File: src/rtl/csr_uart_rx.sv
// CSR-mapped 8N1 UART receiver: 2-flop synchroniser, bit FSM, and a holding buffer read via one CSR.
// Define UART_RX_FIFO_EN to replace the single holding register with a 4-entry FIFO.
package csr_uart_rx_pkg;
    typedef enum logic [1:0] {CSR_NONE = 2'd0, CSR_RW = 2'd1, CSR_RS = 2'd2, CSR_RC = 2'd3} csr_op_t;
endpackage

module csr_uart_rx
    import csr_uart_rx_pkg::*;
#(
    parameter logic [11:0] CsrAddr  = 12'h051,
    parameter int          ClkFreq  = 12_000_000,
    parameter int          BaudRate = 9600
) (
    input  logic        clk,
    input  logic        reset,
    input  logic        csr_enable,
    input  logic [11:0] csr_addr,
    input  logic [4:0]  rs1_zimm,
    input  logic [31:0] rs1_data,
    input  csr_op_t     csr_op,
    input  logic        rx,
    output logic [31:0] out,
    output logic        irq
);
    localparam int Div  = ClkFreq / BaudRate;
    localparam int Half = Div / 2;
    localparam int CntW = $clog2(Div);

    if (Div < 4) begin : g_div_check
        $error("csr_uart_rx: ClkFreq/BaudRate must be at least 4");
    end

    logic unused_ok;
    assign unused_ok = ^{rs1_zimm, rs1_data, csr_op};

    logic [1:0] sync_q;
    logic       rxs;

    always_ff @(posedge clk or posedge reset) begin
        if (reset) sync_q <= 2'b11;
        else       sync_q <= {sync_q[0], rx};
    end
    assign rxs = sync_q[1];

    typedef enum logic [2:0] {S_IDLE, S_START, S_DATA, S_STOP, S_WAIT_HIGH} state_t;

    state_t          state_q;
    logic [CntW-1:0] cnt_q;
    logic [2:0]      bit_q;
    logic [7:0]      shift_q;
    logic            push_q;
    logic            fe_set_q;

    // push_q/fe_set_q are registered so the buffer updates one edge after the stop sample.
    always_ff @(posedge clk or posedge reset) begin
        if (reset) begin
            state_q  <= S_IDLE;
            cnt_q    <= '0;
            bit_q    <= '0;
            shift_q  <= '0;
            push_q   <= 1'b0;
            fe_set_q <= 1'b0;
        end else begin
            push_q   <= 1'b0;
            fe_set_q <= 1'b0;
            case (state_q)
                S_IDLE: begin
                    if (!rxs) begin
                        state_q <= S_START;
                        cnt_q   <= '0;
                    end
                end
                S_START: begin
                    if (cnt_q == CntW'(Half - 1)) begin
                        cnt_q   <= '0;
                        bit_q   <= '0;
                        state_q <= rxs ? S_IDLE : S_DATA;
                    end else begin
                        cnt_q <= cnt_q + CntW'(1);
                    end
                end
                S_DATA: begin
                    if (cnt_q == CntW'(Div - 1)) begin
                        cnt_q   <= '0;
                        shift_q <= {rxs, shift_q[7:1]};
                        if (bit_q == 3'd7) state_q <= S_STOP;
                        else               bit_q   <= bit_q + 3'd1;
                    end else begin
                        cnt_q <= cnt_q + CntW'(1);
                    end
                end
                S_STOP: begin
                    if (cnt_q == CntW'(Div - 1)) begin
                        cnt_q <= '0;
                        if (rxs) begin
                            push_q  <= 1'b1;
                            state_q <= S_IDLE;
                        end else begin
                            fe_set_q <= 1'b1;
                            state_q  <= S_WAIT_HIGH;
                        end
                    end else begin
                        cnt_q <= cnt_q + CntW'(1);
                    end
                end
                S_WAIT_HIGH: begin
                    if (rxs) state_q <= S_IDLE;
                end
                default: state_q <= S_IDLE;
            endcase
        end
    end

    logic       consume;
    logic       pop;
    logic       push_ok;
    logic       has_data;
    logic [7:0] head;

    assign consume = csr_enable && (csr_addr == CsrAddr);

`ifdef UART_RX_FIFO_EN
    logic [7:0] mem_q [4];
    logic [1:0] rptr_q, wptr_q;
    logic [2:0] count_q;

    assign has_data = (count_q != 3'd0);
    assign pop      = consume && has_data;
    assign push_ok  = push_q && ((count_q != 3'd4) || pop);
    assign head     = has_data ? mem_q[rptr_q] : 8'h00;

    always_ff @(posedge clk or posedge reset) begin
        if (reset) begin
            for (int i = 0; i < 4; i++) mem_q[i] <= '0;
            rptr_q  <= '0;
            wptr_q  <= '0;
            count_q <= '0;
        end else begin
            if (pop) rptr_q <= rptr_q + 2'd1;
            if (push_ok) begin
                mem_q[wptr_q] <= shift_q;
                wptr_q        <= wptr_q + 2'd1;
            end
            count_q <= count_q + {2'b00, push_ok} - {2'b00, pop};
        end
    end
`else
    logic       valid_q;
    logic [7:0] data_q;

    assign has_data = valid_q;
    assign pop      = consume && valid_q;
    assign push_ok  = push_q && (!valid_q || consume);
    assign head     = valid_q ? data_q : 8'h00;

    always_ff @(posedge clk or posedge reset) begin
        if (reset) begin
            valid_q <= 1'b0;
            data_q  <= '0;
        end else if (push_ok) begin
            valid_q <= 1'b1;
            data_q  <= shift_q;
        end else if (pop) begin
            valid_q <= 1'b0;
            data_q  <= '0;
        end
    end
`endif

    logic ovr_q, fe_q;

    // Clear on consume first; the later set statements win in the same cycle.
    always_ff @(posedge clk or posedge reset) begin
        if (reset) begin
            ovr_q <= 1'b0;
            fe_q  <= 1'b0;
        end else begin
            if (consume) begin
                ovr_q <= 1'b0;
                fe_q  <= 1'b0;
            end
            if (push_q && !push_ok) ovr_q <= 1'b1;
            if (fe_set_q)           fe_q  <= 1'b1;
        end
    end

    assign out = {21'b0, fe_q, ovr_q, has_data, head};
    assign irq = has_data;

endmodule

File: config.mk
export PLATFORM = sky130hd
export DESIGN_NAME = csr_uart_rx
export DESIGN_NICKNAME = d
export VERILOG_FILES = /design/src/rtl/csr_uart_rx.sv
export SDC_FILE = /design/constraint.sdc
export NUM_CORES = 1
export LEC_CHECK = 0
export ABC_AREA = 0
export ABC_CLOCK_PERIOD_IN_PS = 1890
export CAP_MARGIN = 20
export CORE_MARGIN = 1.5
export CORE_UTILIZATION = 43
export DETAILED_ROUTE_END_ITERATION = 16
export PLACE_DENSITY = 0.8
export SLEW_MARGIN = 40
export SYNTH_ARGS = -nofsm -noshare
export SYNTH_HDL_FRONTEND = slang
export SYNTH_SLANG_ARGS = --single-unit
File: constraint.sdc
create_clock -name clk -period 1.89 [get_ports clk]
set_input_delay 0.189 -clock clk [delete_from_list [all_inputs] [get_ports clk]]
set_output_delay 0.189 -clock clk [all_outputs]
set_load 0.1 [all_outputs]
# Yosys cells after proc, flatten, opt, wreduce, memory -nomap -nowiden
# Index checks and enable logic that the tools add are counted.
# word_totals
register_bits	40
inputBits	55
output_inout_bits	33
wordCells	77
# classes
addsub	2
eq_ne	15
mux	31
n_reduce_logical	18
# op_table
cell	n
two-way mux 11 bit	3
case mux 11 bit (3 select lines)	1
two-way mux 3 bit	10
two-way mux 8 bit	3
case mux 3 bit (5 select lines)	1
!= test 2 bit (second input constant)	7
== test 12 x 7 -> 1 bit (second input constant)	1
adder 11 x 1 -> 11 bit (second input constant)	1
== test 11 x 10 -> 1 bit (second input constant)	1
== test 11 bit (second input constant)	1
two-way mux 1 bit	11
nonzero test 2 bit	4
== test 3 x 2 -> 1 bit (second input constant)	2
== test 3 bit (second input constant)	2
case mux 3 bit (2 select lines)	1
AND reduction 6 bit	1
logical AND 1 bit	4
AND reduction 2 bit	2
AND reduction 4 bit	1
adder 3 x 1 -> 3 bit (second input constant)	1
== test 3 x 1 -> 1 bit (second input constant)	1
logical NOT 3 bit	1
nonzero test 3 bit	1
logical NOT 1 bit	2
other kinds (3)	3

# Depth between registers and ports, before layout
# logic_depth
word_depth	7
depth_mapped	6
mapped_depth_nobuf	6

# Least setup slack after synthesis
# No wires, ideal clock.
# synth_timing
kind	reg-to-output
from	register valid_q, in the netlist irq
to	output port out[0]
arrival_time_ns	2.032
t_required_ns	1.701
slack_ns	-0.331
path_stages_with_launch	3
n_path_buf	1
path_cell_list	dfrtp_1 > clkbuf_1 > and2_1
# synth_between
elab_chain_cells	1
# synth_lines
element	line	text
start: declaration	148	logic valid_q;
start signal: assignment	158	valid_q <= 1'b0;
start signal: assignment	161	valid_q <= 1'b1;
start signal: assignment	164	valid_q <= 1'b0;
two-way mux 8 bit	154	assign head = valid_q ? data_q : 8'h00;
end: declaration	22	output logic [31:0] out,
# No other way between the ends.

# Final worst setup path
# layout_timing
from	register cnt_q[1]
to	register shift_q[6]
# layout_between
elab_chain_cells	2
# layout_lines
element	line	text
start: declaration	48	logic [CntW-1:0] cnt_q;
start signal: assignment	79	cnt_q <= cnt_q + CntW'(1);
start signal: assignment	89	cnt_q <= cnt_q + CntW'(1);
start signal: assignment	103	cnt_q <= cnt_q + CntW'(1);
== test 11 bit	83	if (cnt_q == CntW'(Div - 1)) begin
AND reduction 2 bit (no line)	-	
end signal: assignment	85	shift_q <= {rxs, shift_q[7:1]};
end: declaration	50	logic [7:0] shift_q;
# No other way between the ends.
# A chain may end at the register's enable or synchronous reset.

==> results by stage <==
Worst setup path:
- Of all nets on the critical path, the largest fanout is 8.
- The category of the critical setup timing path is flop to flop.
- The worst path required time is between 2 and 2.5 ns.
- The worst setup path is captured at a flop.
- STA classifies the critical path startpoint as a flop.
- The arrival time of data at the critical path endpoint is 1.98 ns.

Floorplanning:
- The overall die height is 74.3 um.
- Row generation in the floorplan step produced 25 rows.
- The floorplan step defined a die boundary enclosing 0.00553 mm^2.
- The number of placed I/O pins is 88.
- Measured along the x axis, the die boundary spans roughly 74 um.
- The initial cell density of the core is 45.4%.
- The standard cell core area is 0.00482 mm^2.

Finish:
- The fill cell instance count of the final layout is ~430.
- The multi-input combinational cells in the finished layout cover a total of between 0.001 and 0.0015 mm^2.
- The finished layout holds 310 standard cells, fillers aside.
- The net total in the final layout is 302.
- 0 antenna diodes ended up in the layout.
- Measured on the finished design, the core utilization comes to 56.5%.
- Registers take roughly 0.001 mm^2.
- The growth of design area from synthesis to finish is 24.3%.
- The fraction of final layout cells sized beyond drive strength 1 is 25.9%.

Route:
- The detailed-route vias per instance is 5.15.
- The overall routed net length is 3940 um.
- The pre-antenna-repair detailed-routing pass consisted of 4 iterations.
- The total via count after detailed routing is 1597.
- The residual DRC count is 0.
- After detailed routing, the average wire length per cell comes to 12.7 um.
- The first routing iteration left 85 violations.
- The number of nets with antenna violations after routing is 0.

Place:
- The count of buffers added on input and output ports is 27.
- Including well taps, the total number of placed cells is 301.
- The routability congestion estimate is around 0.9.
- The worst-case setup slack after placement is -0.0133 ns.
- The HPWL reported at the end of detailed placement is 2920 um.

Synth:
- In the post-synthesis netlist, the biggest area contributors are sky130_fd_sc_hd__dfrtp_1 43%, sky130_fd_sc_hd__buf_4 8.2%, sky130_fd_sc_hd__mux2_2 5.1%, sky130_fd_sc_hd__a22o_1 3.2%, sky130_fd_sc_hd__ha_1 2.9%.
- In this run, synthesis produced a sequential element count of 40.
- The flip-flop cell with the highest count after synthesis is sky130_fd_sc_hd__dfrtp_1.
- Counting flops with a built-in enable in the synthesized netlist gives 0.
- The post-synthesis cell type count is 52.
- Yosys instantiated no cell more often than sky130_fd_sc_hd__dfrtp_1.
- sky130_fd_sc_hd__dfrtp_1 takes more of the synthesized area than any other cell.
- The synthesized netlist occupies a cell area of 0.00219 mm^2.
- For this run, the register share of the synthesized area comes to 45.9%.
- The total number of yosys warnings is 0.
- The commonest cells after synthesis are 38 x sky130_fd_sc_hd__dfrtp_1, 24 x sky130_fd_sc_hd__buf_4, 13 x sky130_fd_sc_hd__nand2_1, 10 x sky130_fd_sc_hd__mux2_2, 9 x sky130_fd_sc_hd__and2_1.
- For this run, asynchronously set or reset flops after synthesis account for 100%.
- The cell count after synthesis came out at 206.
- The average instance area after synthesis is 10.6 um^2.
- The synthesized design devotes to its leading area cell type 43.5% of total area.

STA:
- The highest achievable clock rate is 0.557 GHz.
- The worst-case clock skew is 0.00796 ns.
- Measured against its own limit, the worst slew margin works out to between 50% and 60%.
- After layout, the minimum clock period comes to 1.80 ns.
- The share of the clock period used by the worst path after layout is 95.1%.
- Setup violations remaining at the end of the flow were counted as 0.
- For the pin with the worst max-slew slack, the measured transition is 0.622 ns.
- Across all setup checks in the final design, the least slack found is 0.0933 ns.
- Setup repair after global routing could not meet its margin everywhere.
- Across all hold checks on the routed design, the worst slack comes to between 0.2 and 0.3 ns.
- The hold violation total from the final report is 0.
- The number of pins with negative max-slew slack in the final report is 0.

CTS:
- TritonCTS built the clock tree.
- The total clock buffers created by CTS is 5.
- The cell sitting at the root of the clock tree is a sky130_fd_sc_hd__clkbuf_8.
- The clock sink count is 40.
- For this design, the CTS-stage hold fixing added 0 buffers.
- Clock-pin slew was measured on the worst setup and hold paths at 0.08 ns.
- Counting along the longest clock path gives a buffer depth of 2.
- Clock latency on the worst-skew pair, taken at its later pin, is 0.30 ns.
- The number of levels in the clock H-tree is 2.

Global route:
- The via count of the first global-routing pass was around 1500.
- For this run, global-route usage on met1 was measured as 19.4%.
- Global routing consumed, on the met2 layer, between 20% and 30% of the routing resources.
- The wire length of the first global-routing pass is 6910 um.
- The highest-utilization routing layer at the global route stage is met2.
- The largest net degree at the start of global routing is 41.
- The initial antenna violation count is 0.
- The total global routing track utilization is roughly 17%.
- In the global route stage, met3 resource usage came out at roughly 4.3%.
- Summed over all layers, the global routing overflow is 0.

Run:
- The tool flagged a number of max-cap violations equal to 0.

Power:
- The worst-case IR drop observed on VDD is 341 uV.
- In this run the static leakage power is 1.28 nW.
- The total power density per cell area is ~680 mW/mm^2.

Hold path:
- The class of the worst hold path is primary input to flop.

Status:
- The flow ran to the end, and the final reports show no timing, DRC or antenna violations.
-- cell families (layout without fill, tap and decap cells) --
family	Yosys count	count (layout)	synth area share [%]
AOI/OAI and AO/OA	43	43	14.9
xor gates and xnor gates	1	1	0.400
adders and majority gates	5	5	2.86
buffers and inverters	36	53	10.4
DFF	40	40	45.9
muxes	12	12	6.06
other	1	21	0.171
and+or+nand+nor	68	68	19.3
-- final cells by class --
class	instances	area share, %
clock buffers	6	3.04
repair buffers	39	15.8
multi-input cells	150	38.9
well taps	67	3.08
flip-flops and latches	40	36.9
clock inverters	2	1.43
inverters	6	0.828
-- stage by stage --
stage / total power, mW / cell area, um^2 / TNS (ns)
floorplan: 1.11 / 2270 / 0
CTS: 1.87 / 2700 / 0
global placement: 1.11 / 2580 / 0
finish: 1.84 / 2720 / 0
detailed placement: 1.12 / 2580 / -0.0184
global route: 1.92 / 2720 / -0.0683
-- timing repair --
| item | in CTS | in global routing |
|---|---|---|
| endpoints found under the setup margin | 0 | 15 |
| resized for setup | 0 | 3 |
| setup buffers | 0 | 1 |
-- sequential cells by signal, summed over array words and instances (netlist names) --
signal	flops
push_q	1
state_q	3
ovr_q	1
cnt_q	11
fe_q	1
fe_set_q	1
data_q	8
shift_q	8
bit_q	3
sync_q	2
irq	1
-- critical path, cell delays in order (launching register included) --
cell and delay, ns:
sky130_fd_sc_hd__dfrtp_1 0.40, sky130_fd_sc_hd__inv_2 0.07, sky130_fd_sc_hd__ha_1 0.12, sky130_fd_sc_hd__and4bb_2 0.31, sky130_fd_sc_hd__nand4b_4 0.15, sky130_fd_sc_hd__nor2_4 0.25
sky130_fd_sc_hd__mux2_2 0.36
-- cells in the final DEF, fill, tap and decap left out, types with 7 or more instances in the layout --
| cell | n |
|---|---|
| sky130_fd_sc_hd__a22o_1 | 8 |
| sky130_fd_sc_hd__and2_2 | 8 |
| sky130_fd_sc_hd__buf_12 | 8 |
| sky130_fd_sc_hd__buf_4 | 16 |
| sky130_fd_sc_hd__clkdlybuf4s50_1 | 15 |
| sky130_fd_sc_hd__conb_1 | 21 |
| sky130_fd_sc_hd__dfrtp_1 | 37 |
| sky130_fd_sc_hd__mux2_2 | 10 |
| sky130_fd_sc_hd__nand2_1 | 13 |
| sky130_fd_sc_hd__nor2_1 | 8 |
| sky130_fd_sc_hd__o21ai_0 | 7 |
-- power by group --
group | switching, mW | total (mW) | internal, mW
registers | 0.00284 | 0.862 | 0.859
logic | 0.204 | 0.235 | 0.0314
clock network | 0.308 | 0.740 | 0.432
-- path summary, 6_finish.rpt --
kind                            startpoint    endpoint  slack, ns  depth (start not counted)
worst min-delay path                    rx   sync_q[0]       0.29                          1
worst max-delay path              cnt_q[1]  shift_q[6]       0.09                          6
min in group asynchronous            reset  state_q[2]       0.30                          3
worst max register to register    cnt_q[1]  shift_q[6]       0.09                          6
worst min register to register   sync_q[0]   sync_q[1]       0.36                          0
max in group asynchronous            reset         irq       1.23                          3
-- per-layer routing --
layer / vias to the layer above / routed length, um
li1: 770 / -
met1: 762 / 1650
met2: 56 / 1940
met3: 9 / 272
met4: 0 / 77
met5: - / 0
(Power assumes the default switching activity.)
